`src/rtl/arb_grant_lock_mux_if.sv`:
```
// -----------------------------------------------------------------------------
// arb_grant_lock_mux_if
//
// Purpose: bundles every bus signal of arb_grant_lock_mux. Clock and reset
// are kept as plain ports on the module.
//
// Handshake rule (all valid/ready pairs in this bundle):
//   A beat transfers on a rising clk edge where valid and ready are both 1.
//   A source holds valid and its payload stable until that transfer. Ready
//   may depend combinationally on valid. Valid must never wait on ready.
//
// Signal summary (WIDTH requesters, DW payload bits, CNT_W counter bits):
//   in_valid  [WIDTH]     requester beat valid
//   in_data   [WIDTH*DW]  requester i payload at [i*DW +: DW]
//   in_last   [WIDTH]     requester last-beat flag
//   in_ready  [WIDTH]     per-requester ready
//   arb_req   [WIDTH]     request vector to the external arbiter
//   arb_gnt   [WIDTH]     one-hot grant back from the arbiter
//   out_valid / out_data / out_last / out_ready   muxed output channel
//   owner     [WIDTH]     registered one-hot of the locked requester
//   busy                  1 while a packet holds the lock
//   beat_cnt  [CNT_W]     beats accepted in the current packet (saturating)
//   gnt_err               sticky illegal-grant flag
//   state_dbg             raw FSM state (0 = IDLE, 1 = LOCK)
//
// Modports:
//   slave  - the arb_grant_lock_mux side
//   master - the environment side (requesters, arbiter, downstream sink)
// -----------------------------------------------------------------------------
interface arb_grant_lock_mux_if #(
    parameter int WIDTH = 16,
    parameter int DW    = 32,
    parameter int CNT_W = 8
);
    logic [WIDTH-1:0]    in_valid;
    logic [WIDTH*DW-1:0] in_data;
    logic [WIDTH-1:0]    in_last;
    logic [WIDTH-1:0]    in_ready;
    logic [WIDTH-1:0]    arb_req;
    logic [WIDTH-1:0]    arb_gnt;
    logic                out_valid;
    logic [DW-1:0]       out_data;
    logic                out_last;
    logic                out_ready;
    logic [WIDTH-1:0]    owner;
    logic                busy;
    logic [CNT_W-1:0]    beat_cnt;
    logic                gnt_err;
    logic                state_dbg;

    modport slave (
        input  in_valid,
        input  in_data,
        input  in_last,
        input  arb_gnt,
        input  out_ready,
        output in_ready,
        output arb_req,
        output out_valid,
        output out_data,
        output out_last,
        output owner,
        output busy,
        output beat_cnt,
        output gnt_err,
        output state_dbg
    );

    modport master (
        output in_valid,
        output in_data,
        output in_last,
        output arb_gnt,
        output out_ready,
        input  in_ready,
        input  arb_req,
        input  out_valid,
        input  out_data,
        input  out_last,
        input  owner,
        input  busy,
        input  beat_cnt,
        input  gnt_err,
        input  state_dbg
    );
endinterface

```
`src/rtl/arb_grant_lock_mux.sv`:
```
// -----------------------------------------------------------------------------
// arb_grant_lock_mux
//
// Purpose: sits downstream of a fixed-priority arbiter. In IDLE it forwards
// requester valids to the arbiter and samples the one-hot grant. A legal
// grant locks that requester as owner for a whole multi-beat packet, and its
// beats are muxed onto a single valid/ready output. The lock drops after the
// beat carrying last, so every packet is followed by one IDLE cycle in which
// the arbiter is consulted again.
//
// Ports:
//   clk    - single clock, everything on posedge
//   rst_n  - synchronous active-low reset
//   bus    - arb_grant_lock_mux_if.slave (requesters, arbiter, output
//            channel, status: owner / busy / beat_cnt / gnt_err / state_dbg)
//
// Only state, owner, beat_cnt and gnt_err are registered; every other output
// is combinational from those registers and the current inputs.
// -----------------------------------------------------------------------------
module arb_grant_lock_mux #(
    parameter int WIDTH = 16,
    parameter int DW    = 32,
    parameter int CNT_W = 8
) (
    input logic                 clk,
    input logic                 rst_n,
    arb_grant_lock_mux_if.slave bus
);

    typedef enum logic {
        ST_IDLE = 1'b0,
        ST_LOCK = 1'b1
    } state_e;

    localparam logic [WIDTH-1:0] ONE_W    = WIDTH'(1);
    localparam logic [CNT_W-1:0] CNT_MAX  = {CNT_W{1'b1}};

    state_e           state_q, state_d;
    logic [WIDTH-1:0] owner_q, owner_d;
    logic [CNT_W-1:0] beat_cnt_q, beat_cnt_d;
    logic             gnt_err_q, gnt_err_d;

    // Grant qualification
    logic gnt_any;
    logic gnt_onehot;
    logic gnt_subset;
    logic gnt_legal;
    logic gnt_illegal;

    // Owner-selected channel
    logic [DW-1:0] mux_data;
    logic          mux_last;
    logic          mux_valid;
    logic          xfer;

    // -------------------------------------------------------------------------
    // Grant checks. A grant is legal only if exactly one bit is set and that
    // bit belongs to a requester that is actually valid. A zero grant is
    // neither legal nor an error: it simply means nobody is asking.
    // -------------------------------------------------------------------------
    always_comb begin
        gnt_any     = |bus.arb_gnt;
        gnt_onehot  = gnt_any && ((bus.arb_gnt & (bus.arb_gnt - ONE_W)) == '0);
        gnt_subset  = ((bus.arb_gnt & ~bus.in_valid) == '0);
        gnt_legal   = gnt_onehot && gnt_subset;
        gnt_illegal = gnt_any && !gnt_legal;
    end

    // -------------------------------------------------------------------------
    // AND-OR mux keyed by the one-hot owner. With owner_q == 0 (IDLE) every
    // term is masked off, so data and last read as zero.
    // -------------------------------------------------------------------------
    always_comb begin
        mux_data = '0;
        mux_last = 1'b0;
        for (int i = 0; i < WIDTH; i++) begin
            mux_data = mux_data | (bus.in_data[i*DW +: DW] & {DW{owner_q[i]}});
            mux_last = mux_last | (bus.in_last[i] & owner_q[i]);
        end
        mux_valid = |(bus.in_valid & owner_q);
    end

    assign xfer = (state_q == ST_LOCK) && mux_valid && bus.out_ready;

    // -------------------------------------------------------------------------
    // Next-state logic
    // -------------------------------------------------------------------------
    always_comb begin
        state_d    = state_q;
        owner_d    = owner_q;
        beat_cnt_d = beat_cnt_q;
        gnt_err_d  = gnt_err_q;

        unique case (state_q)
            ST_IDLE: begin
                if (gnt_legal) begin
                    state_d    = ST_LOCK;
                    owner_d    = bus.arb_gnt;
                    beat_cnt_d = '0;
                end else if (gnt_illegal) begin
                    // Refuse to lock on a malformed grant; just flag it.
                    gnt_err_d = 1'b1;
                end
            end

            ST_LOCK: begin
                // The arbiter is ignored here: no preemption mid-packet, and
                // a stalled owner keeps the lock for as long as it likes.
                if (xfer) begin
                    if (beat_cnt_q != CNT_MAX) begin
                        beat_cnt_d = beat_cnt_q + 1'b1;
                    end
                    if (mux_last) begin
                        state_d    = ST_IDLE;
                        owner_d    = '0;
                        beat_cnt_d = '0;
                    end
                end
            end

            default: begin
                state_d = ST_IDLE;
                owner_d = '0;
            end
        endcase
    end

    // -------------------------------------------------------------------------
    // Combinational outputs
    // -------------------------------------------------------------------------
    always_comb begin
        bus.arb_req   = '0;
        bus.in_ready  = '0;
        bus.out_valid = 1'b0;
        bus.out_data  = mux_data;
        bus.out_last  = mux_last;

        if (state_q == ST_IDLE) begin
            bus.arb_req = bus.in_valid;
        end else begin
            bus.in_ready  = owner_q & {WIDTH{bus.out_ready}};
            bus.out_valid = mux_valid;
        end
    end

    assign bus.owner     = owner_q;
    assign bus.busy      = (state_q == ST_LOCK);
    assign bus.beat_cnt  = beat_cnt_q;
    assign bus.gnt_err   = gnt_err_q;
    assign bus.state_dbg = state_q;

    // -------------------------------------------------------------------------
    // Registers. Reset drops any lock in progress; a partial packet is simply
    // abandoned.
    // -------------------------------------------------------------------------
    always_ff @(posedge clk) begin
        if (!rst_n) begin
            state_q    <= ST_IDLE;
            owner_q    <= '0;
            beat_cnt_q <= '0;
            gnt_err_q  <= 1'b0;
        end else begin
            state_q    <= state_d;
            owner_q    <= owner_d;
            beat_cnt_q <= beat_cnt_d;
            gnt_err_q  <= gnt_err_d;
        end
    end

endmodule

```
`src/flat_wrapper.sv`:
```
// flat-port wrapper written by rule: the top's interface ports become plain ports
module arb_grant_lock_mux_flat 
#(
    parameter int WIDTH = 16,
    parameter int DW    = 32,
    parameter int CNT_W = 8
)
  (clk, rst_n, bus_in_valid, bus_in_data, bus_in_last, bus_arb_gnt, bus_out_ready, bus_in_ready, bus_arb_req, bus_out_valid, bus_out_data, bus_out_last, bus_owner, bus_busy, bus_beat_cnt, bus_gnt_err, bus_state_dbg);
  arb_grant_lock_mux_if #(.WIDTH(WIDTH), .DW(DW), .CNT_W(CNT_W)) bus_i ();
  input logic clk;
  input logic rst_n;
  input wire logic [$bits(bus_i.in_valid)-1:0] bus_in_valid;
  input wire logic [$bits(bus_i.in_data)-1:0] bus_in_data;
  input wire logic [$bits(bus_i.in_last)-1:0] bus_in_last;
  input wire logic [$bits(bus_i.arb_gnt)-1:0] bus_arb_gnt;
  input wire logic [$bits(bus_i.out_ready)-1:0] bus_out_ready;
  output wire logic [$bits(bus_i.in_ready)-1:0] bus_in_ready;
  output wire logic [$bits(bus_i.arb_req)-1:0] bus_arb_req;
  output wire logic [$bits(bus_i.out_valid)-1:0] bus_out_valid;
  output wire logic [$bits(bus_i.out_data)-1:0] bus_out_data;
  output wire logic [$bits(bus_i.out_last)-1:0] bus_out_last;
  output wire logic [$bits(bus_i.owner)-1:0] bus_owner;
  output wire logic [$bits(bus_i.busy)-1:0] bus_busy;
  output wire logic [$bits(bus_i.beat_cnt)-1:0] bus_beat_cnt;
  output wire logic [$bits(bus_i.gnt_err)-1:0] bus_gnt_err;
  output wire logic [$bits(bus_i.state_dbg)-1:0] bus_state_dbg;
  assign bus_i.in_valid = bus_in_valid;
  assign bus_i.in_data = bus_in_data;
  assign bus_i.in_last = bus_in_last;
  assign bus_i.arb_gnt = bus_arb_gnt;
  assign bus_i.out_ready = bus_out_ready;
  assign bus_in_ready = bus_i.in_ready;
  assign bus_arb_req = bus_i.arb_req;
  assign bus_out_valid = bus_i.out_valid;
  assign bus_out_data = bus_i.out_data;
  assign bus_out_last = bus_i.out_last;
  assign bus_owner = bus_i.owner;
  assign bus_busy = bus_i.busy;
  assign bus_beat_cnt = bus_i.beat_cnt;
  assign bus_gnt_err = bus_i.gnt_err;
  assign bus_state_dbg = bus_i.state_dbg;
  arb_grant_lock_mux #(.WIDTH(WIDTH), .DW(DW), .CNT_W(CNT_W)) u_core (.clk(clk), .rst_n(rst_n), .bus(bus_i));
endmodule
```
`config.mk`:
```
export PLATFORM = sky130hd
export DESIGN_NAME = arb_grant_lock_mux_flat
export DESIGN_NICKNAME = d
export VERILOG_FILES = /design/src/rtl/arb_grant_lock_mux_if.sv /design/src/rtl/arb_grant_lock_mux.sv /design/src/flat_wrapper.sv
export SDC_FILE = /design/constraint.sdc
export NUM_CORES = 1
export LEC_CHECK = 0
export CORE_AREA = 3 3 251 253
export DETAILED_ROUTE_END_ITERATION = 10
export DIE_AREA = 0 0 254 256
export PLACE_DENSITY = 0.37
export SETUP_SLACK_MARGIN = 0.05
export SLEW_MARGIN = 30
export SYNTH_ARGS = -nofsm -noshare
export SYNTH_HDL_FRONTEND = slang
export SYNTH_SLANG_ARGS = --single-unit
```
`constraint.sdc`:
```
create_clock -name clk -period 3.3 [get_ports clk]
set_input_delay 0.66 -clock clk [delete_from_list [all_inputs] [get_ports clk]]
set_output_delay 0.66 -clock clk [all_outputs]
set_load 0.1 [all_outputs]
```
* Yosys cells after proc, flatten, opt, wreduce, memory -nomap -nowiden
Cells that the tools add are included.
** Storage, ports and cells
- Flip-flop bits (word level) :: 26
** Cells by class
- Bitwise gates (word level) :: 69
- Add/subtract/negate cells :: 2
- Equal/unequal tests :: 5
- Reduce and logical (&&, ||, !) cells :: 13
- Multiplexer cells :: 16
** Operators by type and width (number)
- $and A32 B32 Y32 :: 16
- $or A32 B32 Y32 :: 15
- $mux W16 :: 5
- $and A16 B16 Y16 :: 4
- $logic_not A16 Y1 :: 2
- $mux W8 :: 4
- $pmux W16 S2 :: 1
- $reduce_or A16 Y1 :: 2
- $and A1 B1 Y1 :: 16
- $not A16 Y16 :: 1
- $pmux W8 S2 :: 1
- $sub A16 B1 Y16 const B :: 1
- $or A1 B1 Y1 :: 15
- $reduce_and A3 Y1 :: 3
- $add A8 B1 Y8 const B :: 1
- $ne A8 B8 Y1 const B :: 1
- $logic_and A1 B1 Y1 :: 5
- $mux W1 :: 4
- $ne A2 B2 Y1 const B :: 2
- $ne A3 B3 Y1 const B :: 1
- $ne A2 B1 Y1 const B :: 1
- $not A1 Y1 :: 2
- $pmux W1 S2 :: 1
- $logic_not A1 Y1 :: 1

* Longest topological paths before layout
Gate-level depths: netlist of the first run.
- Depth in word-level cells :: 19
- Depth in mapped cells :: 10

* Worst setup path before layout of the first run
Ideal clock, no wire load.
- Path kind :: register to output
- Start point :: reg u_core.owner_q[8], in the netlist u_core.bus.owner[8]
- End point :: out bus_out_valid
- Buffers on the path :: 1
- Required time :: 2.640 ns
- Path slack :: -0.323 ns
- Stages on the path, launching flop included :: 6
- Arrival :: 2.963 ns
- Cells stage by stage :: dfxtp_1 > clkbuf_1 > a22o_1 > a221oi_1 > and4_1 > nor2_1
** Between the ends
- Longest elaborated chain between the ends :: 3
** Ends and longest elaborated chain
- start: declaration :: RTL line arb_grant_lock_mux.sv:39 : logic [WIDTH-1:0] owner_q, owner_d;
- start signal: assignment :: RTL line arb_grant_lock_mux.sv:164 : owner_q <= owner_d;
- $and A16 B16 Y16 :: RTL line arb_grant_lock_mux.sv:80 : mux_valid = |(bus.in_valid & owner_q);
- $reduce_or A16 Y1 :: RTL line arb_grant_lock_mux.sv:80
- $mux W1 :: RTL line arb_grant_lock_mux.sv:138 : if (state_q == ST_IDLE) begin
- end: declaration :: RTL line flat_wrapper.sv:19 : output wire logic [$bits(bus_i.out_valid)-1:0] bus_out_valid;
No other way between the ends.

* Worst setup path after layout of the first run
- Start point :: in bus_in_data[2]
- End point :: out bus_out_data[2]
** Between the ends
- Longest elaborated chain between the ends :: 16
** Ends and longest elaborated chain
- start: declaration :: RTL line flat_wrapper.sv:13 : input wire logic [$bits(bus_i.in_data)-1:0] bus_in_data;
- $and A32 B32 Y32 :: RTL line arb_grant_lock_mux.sv:77 : mux_data = mux_data | (bus.in_data[i*DW +: DW] & {DW{owner_q[i]}});
- $or A32 B32 Y32 (15 in a row) :: RTL line arb_grant_lock_mux.sv:77
- end: declaration :: RTL line flat_wrapper.sv:20 : output wire logic [$bits(bus_i.out_data)-1:0] bus_out_data;
No other way between the ends.

==> impl_metrics.json, run 1 <==
{
  "synth_async_sr_flop_share": 0,
  "utilization": 0.2129,
  "coreArea_mm2": 0.06126,
  "crit_path_top_delay_cell": "a221oi_1",
  "wl_mm": 64.66,
  "ctsResizeCount": 0,
  "die_height_um": 256,
  "cts_tree": "yes",
  "syn_inst": 561,
  "tns_ns": 0,
  "clk_pin_slew_ns": 0.06,
  "final_cell_mix": "clkdlybuf4s50_1, a22o_1, a221oi_1",
  "num_vias": 8731,
  "drive_above_1_share": 0.1673,
  "worstPathRequired_ns": 2.64,
  "path_cells": "clkdlybuf4s50_1 -> a22o_1 -> a221oi_1 -> buf_4 -> nand4_1 -> buf_12",
  "fin_nets": 1796,
  "drt_pass1_iterations": 5,
  "power_frac_comb": 0.579,
  "hpwlAfterDp_mm": 54.35,
  "drt_iter0_markers": 627,
  "seqPwrFrac": 0.200,
  "fillers": 6800,
  "critPathBufInv": 3,
  "slew_headroom": 0.4591,
  "antenna_found_initial": 44,
  "synth_area_per_cell_um2": 7.962,
  "start_util": 0.07292,
  "cts_setup_buffers": 0,
  "slew_viol_final": 0,
  "synth-seq-cells": 26,
  "syn_nets": 1125,
  "first_global_vias": 9422,
  "slowest_delay_ns": 0.47,
  "grt_setup_unrepaired": "false",
  "maxCapViolations": 0,
  "synthFlopType": "dfxtp_1",
  "end_kind": "output pin",
  "overflow": 0,
  "yosys_warnings": 0,
  "reg2reg_from": "u_core.bus.owner[14]",
  "grt_pass1_wl_mm": 83.37,
  "viasPerCell": 4.265,
  "path_class": "in2out",
  "dieArea_mm2": 0.06502,
  "crit_start": "bus_in_data[2]",
  "syn_area_mm2": 0.004467,
  "root_buffer": "clkbuf_16",
  "finalCriticalPeriod_ns": 3.083,
  "tightest_slew_ns": 0.8114,
  "power_density_mw_per_mm2": 121.0,
  "ant_nets": 0,
  "crit_path_max_fanout": 1,
  "post_drt_wl_per_cell_um": 31.59,
  "clkPwrFrac": 0.222,
  "p_int_mw": 1.186,
  "p_sw_mw": 0.3919,
  "die_w_um": 254,
  "ioPinCount": 656,
  "synthToLayoutAreaGrowth_pct": 191.9,
  "synth_cell_types": 45,
  "numPortBuffers": 655,
  "finalHoldViolations": 0,
  "cts_hold_buffers": 0,
  "worstPathArrival_ns": 2.42,
  "fin_skew_ns": 0.002749,
  "p_sw_frac": 0.2484,
  "vdd_drop_max_mv": 0.1296,
  "row_count": 91,
  "grt_max_degree": 38,
  "leakagePower_nw": 4.863,
  "numCtsBuffers": 3,
  "hp-start": "u_core.bus.beat_cnt[1]",
  "ys_top_cells_by_area": "a22o_1, a221oi_1, dfxtp_1, clkbuf_1, nand4_1",
  "drc": 0,
  "max_freq_ghz": 0.3244,
  "grt_use_total": 0.1864,
  "final_common_cell": "clkdlybuf4s50_1",
  "yosysTopAreaCellShare": 0.2980,
  "ctsHtreeMaxLevel": 1,
  "clk_path_buf_depth": 2,
  "synth-seq-area-share": 0.1165,
  "place.gp.congestion": 0.8765,
  "setup_viol": 0,
  "status": "finished clean",
  "worst_skew_pair.late_latency_ns": 0.26,
  "start_kind": "primary input",
  "cts_sinks": 26,
  "hold_path.class": "reg2reg",
  "critical-path-top-delay-family": "buffers and inverters",
  "yosysTopAreaCell": "a22o_1",
  "timing.final.crit_share": 0.9341,
  "synth-edff-count": 0
}
per-stage QoR:
step	cells	cell area [um^2]	setup slack, ns	hold slack (ns)	total power, mW
final	2047	13040	0.2175	0.5672	1.578
after floorplan	561	4471	0.08056	0.7855	0.4428
after global routing	2034	13010	0.05252	0.6073	1.639
after CTS	2021	12970	0.1679	0.5704	1.587
after detailed placement	2017	12870	-0.05165	0.5530	1.229
after global placement	2017	12870	-0.06077	0.5387	1.227
power by group through the flow:
stage | registers, mW | clock network [mW] | logic (mW)
2_1_floorplan | 0.327 | 0 | 0.116
3_3_place_gp | 0.322 | 0 | 0.905
3_5_place_dp | 0.322 | 0 | 0.906
4_1_cts | 0.315 | 0.359 | 0.913
5_1_grt | 0.315 | 0.373 | 0.951
6_report | 0.315 | 0.350 | 0.913
cell usage after synthesis (4+ instances only):
cell / number
nor2b_1: 17
inv_1: 14
o21ai_0: 6
dfxtp_1: 26
nand2b_1: 7
o211a_1: 6
a22o_1: 152
and3_1: 23
nor3_1: 5
clkbuf_1: 68
nor2_1: 8
nand4_1: 33
o22ai_1: 4
a221oi_1: 136
nand3_1: 5
a21o_1: 6
sequential cells by signal, summed over array words and instances, names as in the netlist:
name / cells
u_core.bus.beat_cnt: 8
u_core.bus.owner: 16
u_core.bus.busy: 1
u_core.bus.gnt_err: 1
cell type report:
type                    instances  area, um^2  share of cell area
diodes                         26       65.06            0.004989
flip-flops and latches         26       540.5             0.04145
clock inverters                 1       30.03            0.002303
repair buffers                741        7695              0.5901
well taps                     790       988.4             0.07580
inverters                      14       52.55            0.004030
clock buffers                   3       75.07            0.005757
multi-input cells             446        3593              0.2756
routing by layer:
layer	wire length, um	vias to the layer above	global-route usage
li1	-	3891	-
met1	25920	4239	0.2175
met2	31180	498	0.3194
met3	5999	77	0.06585
met4	1398	26	0.05464
met5	171	-	0
path summary, 6_finish.rpt:
kind	end	slack, ns	cells after the start
worst min register to register	u_core.bus.beat_cnt[1]	0.57	1
worst max-delay path	bus_out_data[2]	0.22	6
worst max register to register	u_core.bus.beat_cnt[7]	0.79	7
worst min-delay path	u_core.bus.beat_cnt[1]	0.57	1
kinds of logic (layout without fill, tap and decap cells):
group / count (synthesis) / count (layout) / share of synthesized area
compound gates: 327 / 327 / 0.6328
flops: 26 / 26 / 0.1165
xor+xnor: 1 / 1 / 0.001961
simple gates: 114 / 114 / 0.1597
fa+ha+maj: 4 / 4 / 0.009524
other cells: 0 / 26 / 0
buf+inv: 89 / 759 / 0.07955
No activity file was read; power rests on OpenSTA's default activity.
==> inputs of run 2 (changes only) <==
--- a/config.mk
+++ b/config.mk
@@ -5,9 +5,11 @@
 export SDC_FILE = /design/constraint.sdc
 export NUM_CORES = 1
 export LEC_CHECK = 0
+export ABC_CLOCK_PERIOD_IN_PS = 3300
 export CORE_AREA = 3 3 251 253
 export DETAILED_ROUTE_END_ITERATION = 10
 export DIE_AREA = 0 0 254 256
+export GPL_ROUTABILITY_DRIVEN = 1
 export PLACE_DENSITY = 0.37
 export SETUP_SLACK_MARGIN = 0.05
 export SLEW_MARGIN = 30
==> results of run 2 <==
Final layout, timing and power as in run 1 (identical DEF).
